**src/rtl/mfc_mem_pkg.sv**
```systemverilog
// Shared types and default constants for the wait-stated memory with a
// read-only low region and a function-complete handshake.
package mfc_mem_pkg;

  typedef enum logic [1:0] {
    ST_IDLE = 2'd0,
    ST_BUSY = 2'd1,
    ST_DONE = 2'd2
  } state_t;

  localparam int DEF_DATA_W      = 16;
  localparam int DEF_ADDR_W      = 16;
  localparam int DEF_DEPTH       = 256;
  localparam int DEF_ROM_WORDS   = 8;
  localparam int DEF_ROM_VALUE   = 1;
  localparam int DEF_WAIT_CYCLES = 2;
  localparam int CNT_W           = 4;

  // Index width of the storage array, never narrower than one bit.
  function automatic int idx_width(input int depth);
    return (depth > 1) ? $clog2(depth) : 1;
  endfunction

endpackage

```
**src/rtl/mfc_mem_array.sv**
```systemverilog
// Single-port storage: synchronous write, combinational read, no reset
// so contents survive a controller reset.
module mfc_mem_array
  import mfc_mem_pkg::*;
#(
  parameter int DATA_W = DEF_DATA_W,
  parameter int DEPTH  = DEF_DEPTH,
  parameter int IDX_W  = idx_width(DEF_DEPTH)
) (
  input  logic              clk,
  input  logic              we,
  input  logic [IDX_W-1:0]  idx,
  input  logic [DATA_W-1:0] wdata,
  output logic [DATA_W-1:0] rdata
);

  logic [DATA_W-1:0] mem_r [0:DEPTH-1];

  // Commit a write on the clock edge when enabled.
  always_ff @(posedge clk) begin
    if (we) begin
      mem_r[idx] <= wdata;
    end
  end

  assign rdata = mem_r[idx];

endmodule

```
**src/rtl/mfc_mem.sv**
```systemverilog
// Request capture, address decode, wait-state counter and completion FSM
// around the storage array.
module mfc_mem
  import mfc_mem_pkg::*;
#(
  parameter int                DATA_W      = DEF_DATA_W,
  parameter int                ADDR_W      = DEF_ADDR_W,
  parameter int                DEPTH       = DEF_DEPTH,
  parameter int                ROM_WORDS   = DEF_ROM_WORDS,
  parameter logic [DATA_W-1:0] ROM_VALUE   = DATA_W'(DEF_ROM_VALUE),
  parameter int                WAIT_CYCLES = DEF_WAIT_CYCLES
) (
  input  logic              clk,
  input  logic              rst,
  input  logic              en,
  input  logic              rw,
  input  logic [ADDR_W-1:0] addr,
  input  logic [DATA_W-1:0] din,
  output logic [DATA_W-1:0] dout,
  output logic              mfc,
  output logic              err
);

  localparam int               IDX_W      = idx_width(DEPTH);
  localparam logic [ADDR_W:0]  rom_lim_c  = (ADDR_W+1)'(ROM_WORDS);
  localparam logic [ADDR_W:0]  depth_lim_c = (ADDR_W+1)'(DEPTH);
  localparam logic [CNT_W-1:0] wait_lim_c = CNT_W'(WAIT_CYCLES);

  state_t            state_r, state_s;
  logic [CNT_W-1:0]  cnt_r, cnt_s;
  logic [ADDR_W-1:0] addr_r, addr_s;
  logic              rw_r, rw_s;
  logic [DATA_W-1:0] din_r, din_s;
  logic [DATA_W-1:0] dout_r, dout_s;
  logic              mfc_r, mfc_s;
  logic              err_r, err_s;
  logic              we_s;
  logic              is_rom_s;
  logic              is_bad_s;
  logic [DATA_W-1:0] rdata_s;

  // Decode works on the captured address, one bit wider so DEPTH == 2**ADDR_W fits.
  assign is_rom_s = ({1'b0, addr_r} < rom_lim_c);
  assign is_bad_s = ({1'b0, addr_r} >= depth_lim_c);

  mfc_mem_array #(
    .DATA_W (DATA_W),
    .DEPTH  (DEPTH),
    .IDX_W  (IDX_W)
  ) u_array (
    .clk   (clk),
    .we    (we_s),
    .idx   (addr_r[IDX_W-1:0]),
    .wdata (din_r),
    .rdata (rdata_s)
  );

  // Next-state, capture and access decisions; the access happens on the DONE-entry edge.
  always_comb begin
    state_s = state_r;
    cnt_s   = cnt_r;
    addr_s  = addr_r;
    rw_s    = rw_r;
    din_s   = din_r;
    dout_s  = dout_r;
    mfc_s   = mfc_r;
    err_s   = err_r;
    we_s    = 1'b0;
    case (state_r)
      ST_IDLE: begin
        mfc_s = 1'b0;
        err_s = 1'b0;
        if (en) begin
          addr_s  = addr;
          rw_s    = rw;
          din_s   = din;
          cnt_s   = {CNT_W{1'b0}};
          state_s = ST_BUSY;
        end else begin
          cnt_s = {CNT_W{1'b0}};
        end
      end
      ST_BUSY: begin
        if (!en) begin
          // Requester gave up: nothing is written and dout keeps its value.
          state_s = ST_IDLE;
          cnt_s   = {CNT_W{1'b0}};
        end else if (cnt_r == wait_lim_c) begin
          state_s = ST_DONE;
          cnt_s   = {CNT_W{1'b0}};
          mfc_s   = 1'b1;
          if (rw_r) begin
            if (is_rom_s) begin
              dout_s = ROM_VALUE;
              err_s  = 1'b0;
            end else if (is_bad_s) begin
              dout_s = {DATA_W{1'b0}};
              err_s  = 1'b1;
            end else begin
              dout_s = rdata_s;
              err_s  = 1'b0;
            end
          end else begin
            err_s = is_rom_s | is_bad_s;
            we_s  = ~(is_rom_s | is_bad_s);
          end
        end else begin
          cnt_s = cnt_r + CNT_W'(1);
        end
      end
      ST_DONE: begin
        if (!en) begin
          state_s = ST_IDLE;
          mfc_s   = 1'b0;
          err_s   = 1'b0;
        end else begin
          mfc_s = 1'b1;
        end
      end
      default: begin
        state_s = ST_IDLE;
        cnt_s   = {CNT_W{1'b0}};
        mfc_s   = 1'b0;
        err_s   = 1'b0;
      end
    endcase
  end

  // State and output registers with asynchronous reset.
  always_ff @(posedge clk or posedge rst) begin
    if (rst) begin
      state_r <= ST_IDLE;
      cnt_r   <= {CNT_W{1'b0}};
      addr_r  <= {ADDR_W{1'b0}};
      rw_r    <= 1'b0;
      din_r   <= {DATA_W{1'b0}};
      dout_r  <= {DATA_W{1'b0}};
      mfc_r   <= 1'b0;
      err_r   <= 1'b0;
    end else begin
      state_r <= state_s;
      cnt_r   <= cnt_s;
      addr_r  <= addr_s;
      rw_r    <= rw_s;
      din_r   <= din_s;
      dout_r  <= dout_s;
      mfc_r   <= mfc_s;
      err_r   <= err_s;
    end
  end

  assign dout = dout_r;
  assign mfc  = mfc_r;
  assign err  = err_r;

endmodule

```
**config.mk**
```make
export PLATFORM = sky130hd
export DESIGN_NAME = mfc_mem
export DESIGN_NICKNAME = d
export VERILOG_FILES = /design/src/rtl/mfc_mem_pkg.sv /design/src/rtl/mfc_mem_array.sv /design/src/rtl/mfc_mem.sv
export SDC_FILE = /design/constraint.sdc
export NUM_CORES = 2
export LEC_CHECK = 0
export BUFFER_PORTS_ARGS = -buffer_cell sky130_fd_sc_hd__buf_2
export CORE_MARGIN = 2
export CORE_UTILIZATION = 35
export CTS_CLUSTER_SIZE = 30
export DETAILED_ROUTE_END_ITERATION = 8
export SLEW_MARGIN = 20
export SYNTH_ARGS = -nofsm -noshare
export SYNTH_HDL_FRONTEND = slang
export SYNTH_SLANG_ARGS = --single-unit
```
**constraint.sdc**
```tcl
create_clock -name clk -period 6.34 [get_ports clk]
set_input_delay 0 -clock clk [delete_from_list [all_inputs] [get_ports clk]]
set_output_delay 0 -clock clk [all_outputs]
set_load 0.01 [all_outputs]
```
==> results by group <==
Final layout
  – Layout cells sized above 1: approximately 30%
  – Most common cell after layout, fill and taps aside: edfxtp_1
  – Post-route design area: between 150000 and 200000 sq um
  – Area Overhead vs Synth: 15.31%
  – Nets: between 7000 and 8000
  – Commonest non-fill, non-tap cells in the layout: edfxtp_1, mux4_2, clkbuf_16
  – Final-layout fill cell count: 39450

Synthesis
  – Synthesized instance count: ~7000
  – Synthesized area: about 160000 sq um
  – Avg Cell Area, Syn: about 23 sq um
  – Post-synthesis sequential area ratio: between 70% and 80%
  – Post-synth EDFFs: about 4100
  – Warnings, synthesis: 0
  – #FFs+latches synth: ~4200
  – Synth cell types: between 60 and 70
  – Async SR Flop Fraction: approximately 1.4%
  – Most common flop cell mapped by yosys: edfxtp_1

Setup path
  – Worst path arrival time: 5760 ps
  – Setup slack, reg-to-reg: between 1000 and 1500 ps
  – Reg-to-Reg End: dout[1]
  – Crit path largest cell delay: 900 ps
  – Delay-heaviest family, CP: multiplexers
  – Worst Setup SP: addr_r[0]
  – Worst setup path end: dout[1]
  – Critical path fanouts, max: 30
  – WS Path Type: reg -> reg
  – RR Startpoint: addr_r[0]
  – Crit end category: register
  – CP startpoint kind: register
  – Req. time, crit path: around 7100 ps
  – Worst r2r path cells: 7
  – Critical path depth in cells: 7
  – WP buf/inv: 2
  – Cell mode on critical path: buf_4
  – CP max stage cell: dfrtp_4
  – CP cell instances: buf_4, buf_4, mux4_2, mux2i_1, o211ai_1, nor4_1, a31oi_1

STA
  – Unrepaired setup endpoints after global routing: no
  – Max transition margin: a little over a tenth
  – Tmin final: 4961 ps
  – Worst setup margin: between 1000 and 1500 ps
  – Fmax: ~200 MHz
  – Worst-Margin Slew: around 1300 ps
  – Clk_skew: 96.17 ps
  – Fin crit share: about four fifths
  – Slew Limit Fails: 0
  – Fin. Hold Viols: 0
  – Post-route setup TNS: 0 ps
  – Finish-stage setup viols: 0

Die
  – Core ar.: roughly 460000 sq um
  – Die footprint: between 400000 and 500000 sq um
  – Std cell rows: between 200 and 250
  – Die height: between 600 and 700 um
  – Ports: 54
  – Die width: between 600 and 700 um
  – Initial core utilization: between 30% and 40%

CTS
  – Postcts setup bufs: 0
  – Clock sink total: 4153
  – Max clock buf depth: 4
  – H-tree Lvls: 5
  – CTS Buf Count: around 410
  – Clock root buffer: clkbuf_16
  – CTS tree: done
  – Worst skew pair latency: around 1000 ps
  – CTS clk-pin slew, worst paths: ~60 ps

GRT
  – GR Util met2: a little under a third
  – Met3 global-route usage: approximately 5.0%
  – Pin count of the biggest net entering global routing: roughly 190
  – Global route hottest layer: met2
  – Wire length of the first global-routing pass: between 600 and 700 mm
  – Total GRT Usage: approximately 20%
  – Number of global-route vias before repair: between 70000 and 80000
  – Total congestion overflow: 0
  – Initial antenna violation count: 31
  – M1 GR Usage: 26.49%

Detailed routing
  – Vias per cell: approximately 5.7
  – Drt wl/cell: 33.28 um
  – Final wirelength: ~470 mm
  – DR iter-0 viols: roughly 12000
  – Antenna-violating nets left: 0
  – Via count: between 70000 and 80000
  – TritonRoute pass-1 iters: 8
  – DR DRC count: 0

Placement
  – Placer congestion estimate: approximately 0.95
  – Detailed Place HPWL: approximately 290 mm
  – Placement Setup Slack: 1392 ps
  – Post-DP Area: ~170000 sq um
  – Port-buffer cells: 53

Pwr
  – Leakage: roughly 0.058 uW
  – Cell Pwr Density: roughly 470 nW/um^2
  – VDD IR-drop max: between 0.0004 and 0.0005 V

Run
  – Number of max-cap violations: 0

Worst hold path
  – Worst min path class: in -> reg
  – Hold depth: 4

Outcome
  – Status: complete, no violations
-- power by group --
part / internal (uW) / total [uW] / switching [uW]
clock network: 13300 / 23600 / 10300
registers: 34700 / 36200 / 1500
logic: 9230 / 26900 / 17600
-- synthesized netlist by cell type (6+ instances only) --
| master | n | area, sq um |
|---|---|---|
| or4_1 | 9 | 67.56 |
| inv_1 | 6 | 22.52 |
| mux2i_1 | 281 | 2813 |
| a32o_1 | 7 | 70.07 |
| a32oi_1 | 13 | 113.9 |
| nand2_1 | 107 | 401.6 |
| a21oi_1 | 39 | 195.2 |
| nand4_1 | 18 | 112.6 |
| nand3_1 | 59 | 295.3 |
| buf_6 | 36 | 405.4 |
| edfxtp_1 | 4096 | 123000 |
| nor2b_1 | 27 | 168.9 |
| or2_2 | 8 | 50.05 |
| and2_1 | 6 | 37.54 |
| clkbuf_1 | 95 | 356.6 |
| buf_4 | 59 | 442.9 |
| nor4_1 | 18 | 112.6 |
| o32ai_1 | 11 | 96.34 |
| o22ai_1 | 70 | 437.9 |
| a31oi_1 | 18 | 112.6 |
| a2111oi_0 | 7 | 61.31 |
| o211ai_1 | 8 | 60.06 |
| a211oi_1 | 15 | 112.6 |
| dfrtp_1 | 57 | 1426 |
| mux4_2 | 1091 | 24570 |
| a22oi_1 | 78 | 585.6 |
| buf_2 | 162 | 810.8 |
| buf_1 | 35 | 131.4 |
| nand2b_1 | 7 | 43.79 |
| or3_1 | 6 | 37.54 |
| mux2_2 | 49 | 551.8 |
| nor3_1 | 24 | 120.1 |
| nor2_1 | 306 | 1149 |
| o21ai_0 | 34 | 170.2 |
-- worst min-delay path: cells and delay by family --
kind                   cells  cell delay (ps)
AO/OA/AOI/OAI              2              290
buffers and inverters      2              720
-- final cells by class --
class / count / area (sq um) / area share [%]
antenna: 25 / 62.56 / 0.03396
clock buffer: 543 / 11100 / 6.027
clock inverter: 214 / 1866 / 1.013
inverter: 8 / 35.03 / 0.01901
multi-input combinational: 2512 / 34230 / 18.58
sequential: 4153 / 124500 / 67.58
tap: 6000 / 7507 / 4.075
timing repair buffer: 580 / 4926 / 2.674
-- worst min-delay path by stage --
stage	slack [ps]	startpoint	end
6_report	90	en	state_r[0]
5_1_grt	130	en	cnt_r[1]
4_1_cts	30	en	cnt_r[1]
3_5_place_dp	130	rst	addr_r[11]
3_3_place_gp	120	rst	addr_r[12]
2_1_floorplan	150	din[12]	din_r[12]
-- logic make-up (layout without fill, tap and decap cells) --
group,after synthesis,in the layout,share of synthesized area [%]
AO/OA/AOI/OAI,345,345,1.493
adder cells (fa/ha/maj),5,5,0.03915
buffers and inverters,398,1345,1.394
flip-flops,4153,4153,77.87
multiplexers,1421,1421,17.48
other,1,153,0.002347
AND/OR/NAND/NOR,613,613,1.718
-- routing by layer --
layer  up-vias  wire length [um]
met5         -               129
met4        10             24800
met3       962             47850
li1      30960                 -
met2      4497            214900
met1     43210            179400
-- metrics by stage --
| stage | utilization (%) | hold WS [ps] | power, uW | cells |
|---|---|---|---|---|
| after floorplan | - | 150.6 | 52090 | 7063 |
| after global placement | 37.39 | 115.7 | 62890 | 13180 |
| after detailed placement | 37.41 | 126.2 | 63450 | 13180 |
| after CTS | 40.41 | 30.40 | 86870 | 14010 |
| after global routing | 40.43 | 125.3 | 88970 | 14010 |
| final | 40.45 | 86.85 | 86730 | 14040 |
-- sequential cells by signal, indices dropped and copies added (netlist names) --
signal,count
addr_r,16
cnt_r,4
din_r,16
dout,16
err,1
mfc,1
rw_r,1
state_r,2
u_array.mem_r,4096
-- timing repair --
item                                   in CTS  in global routing
hold buffers                               71                  0
resized for setup                           0                  0
endpoints found under the hold margin     106                  0
Power figures use the tool's default switching activity.
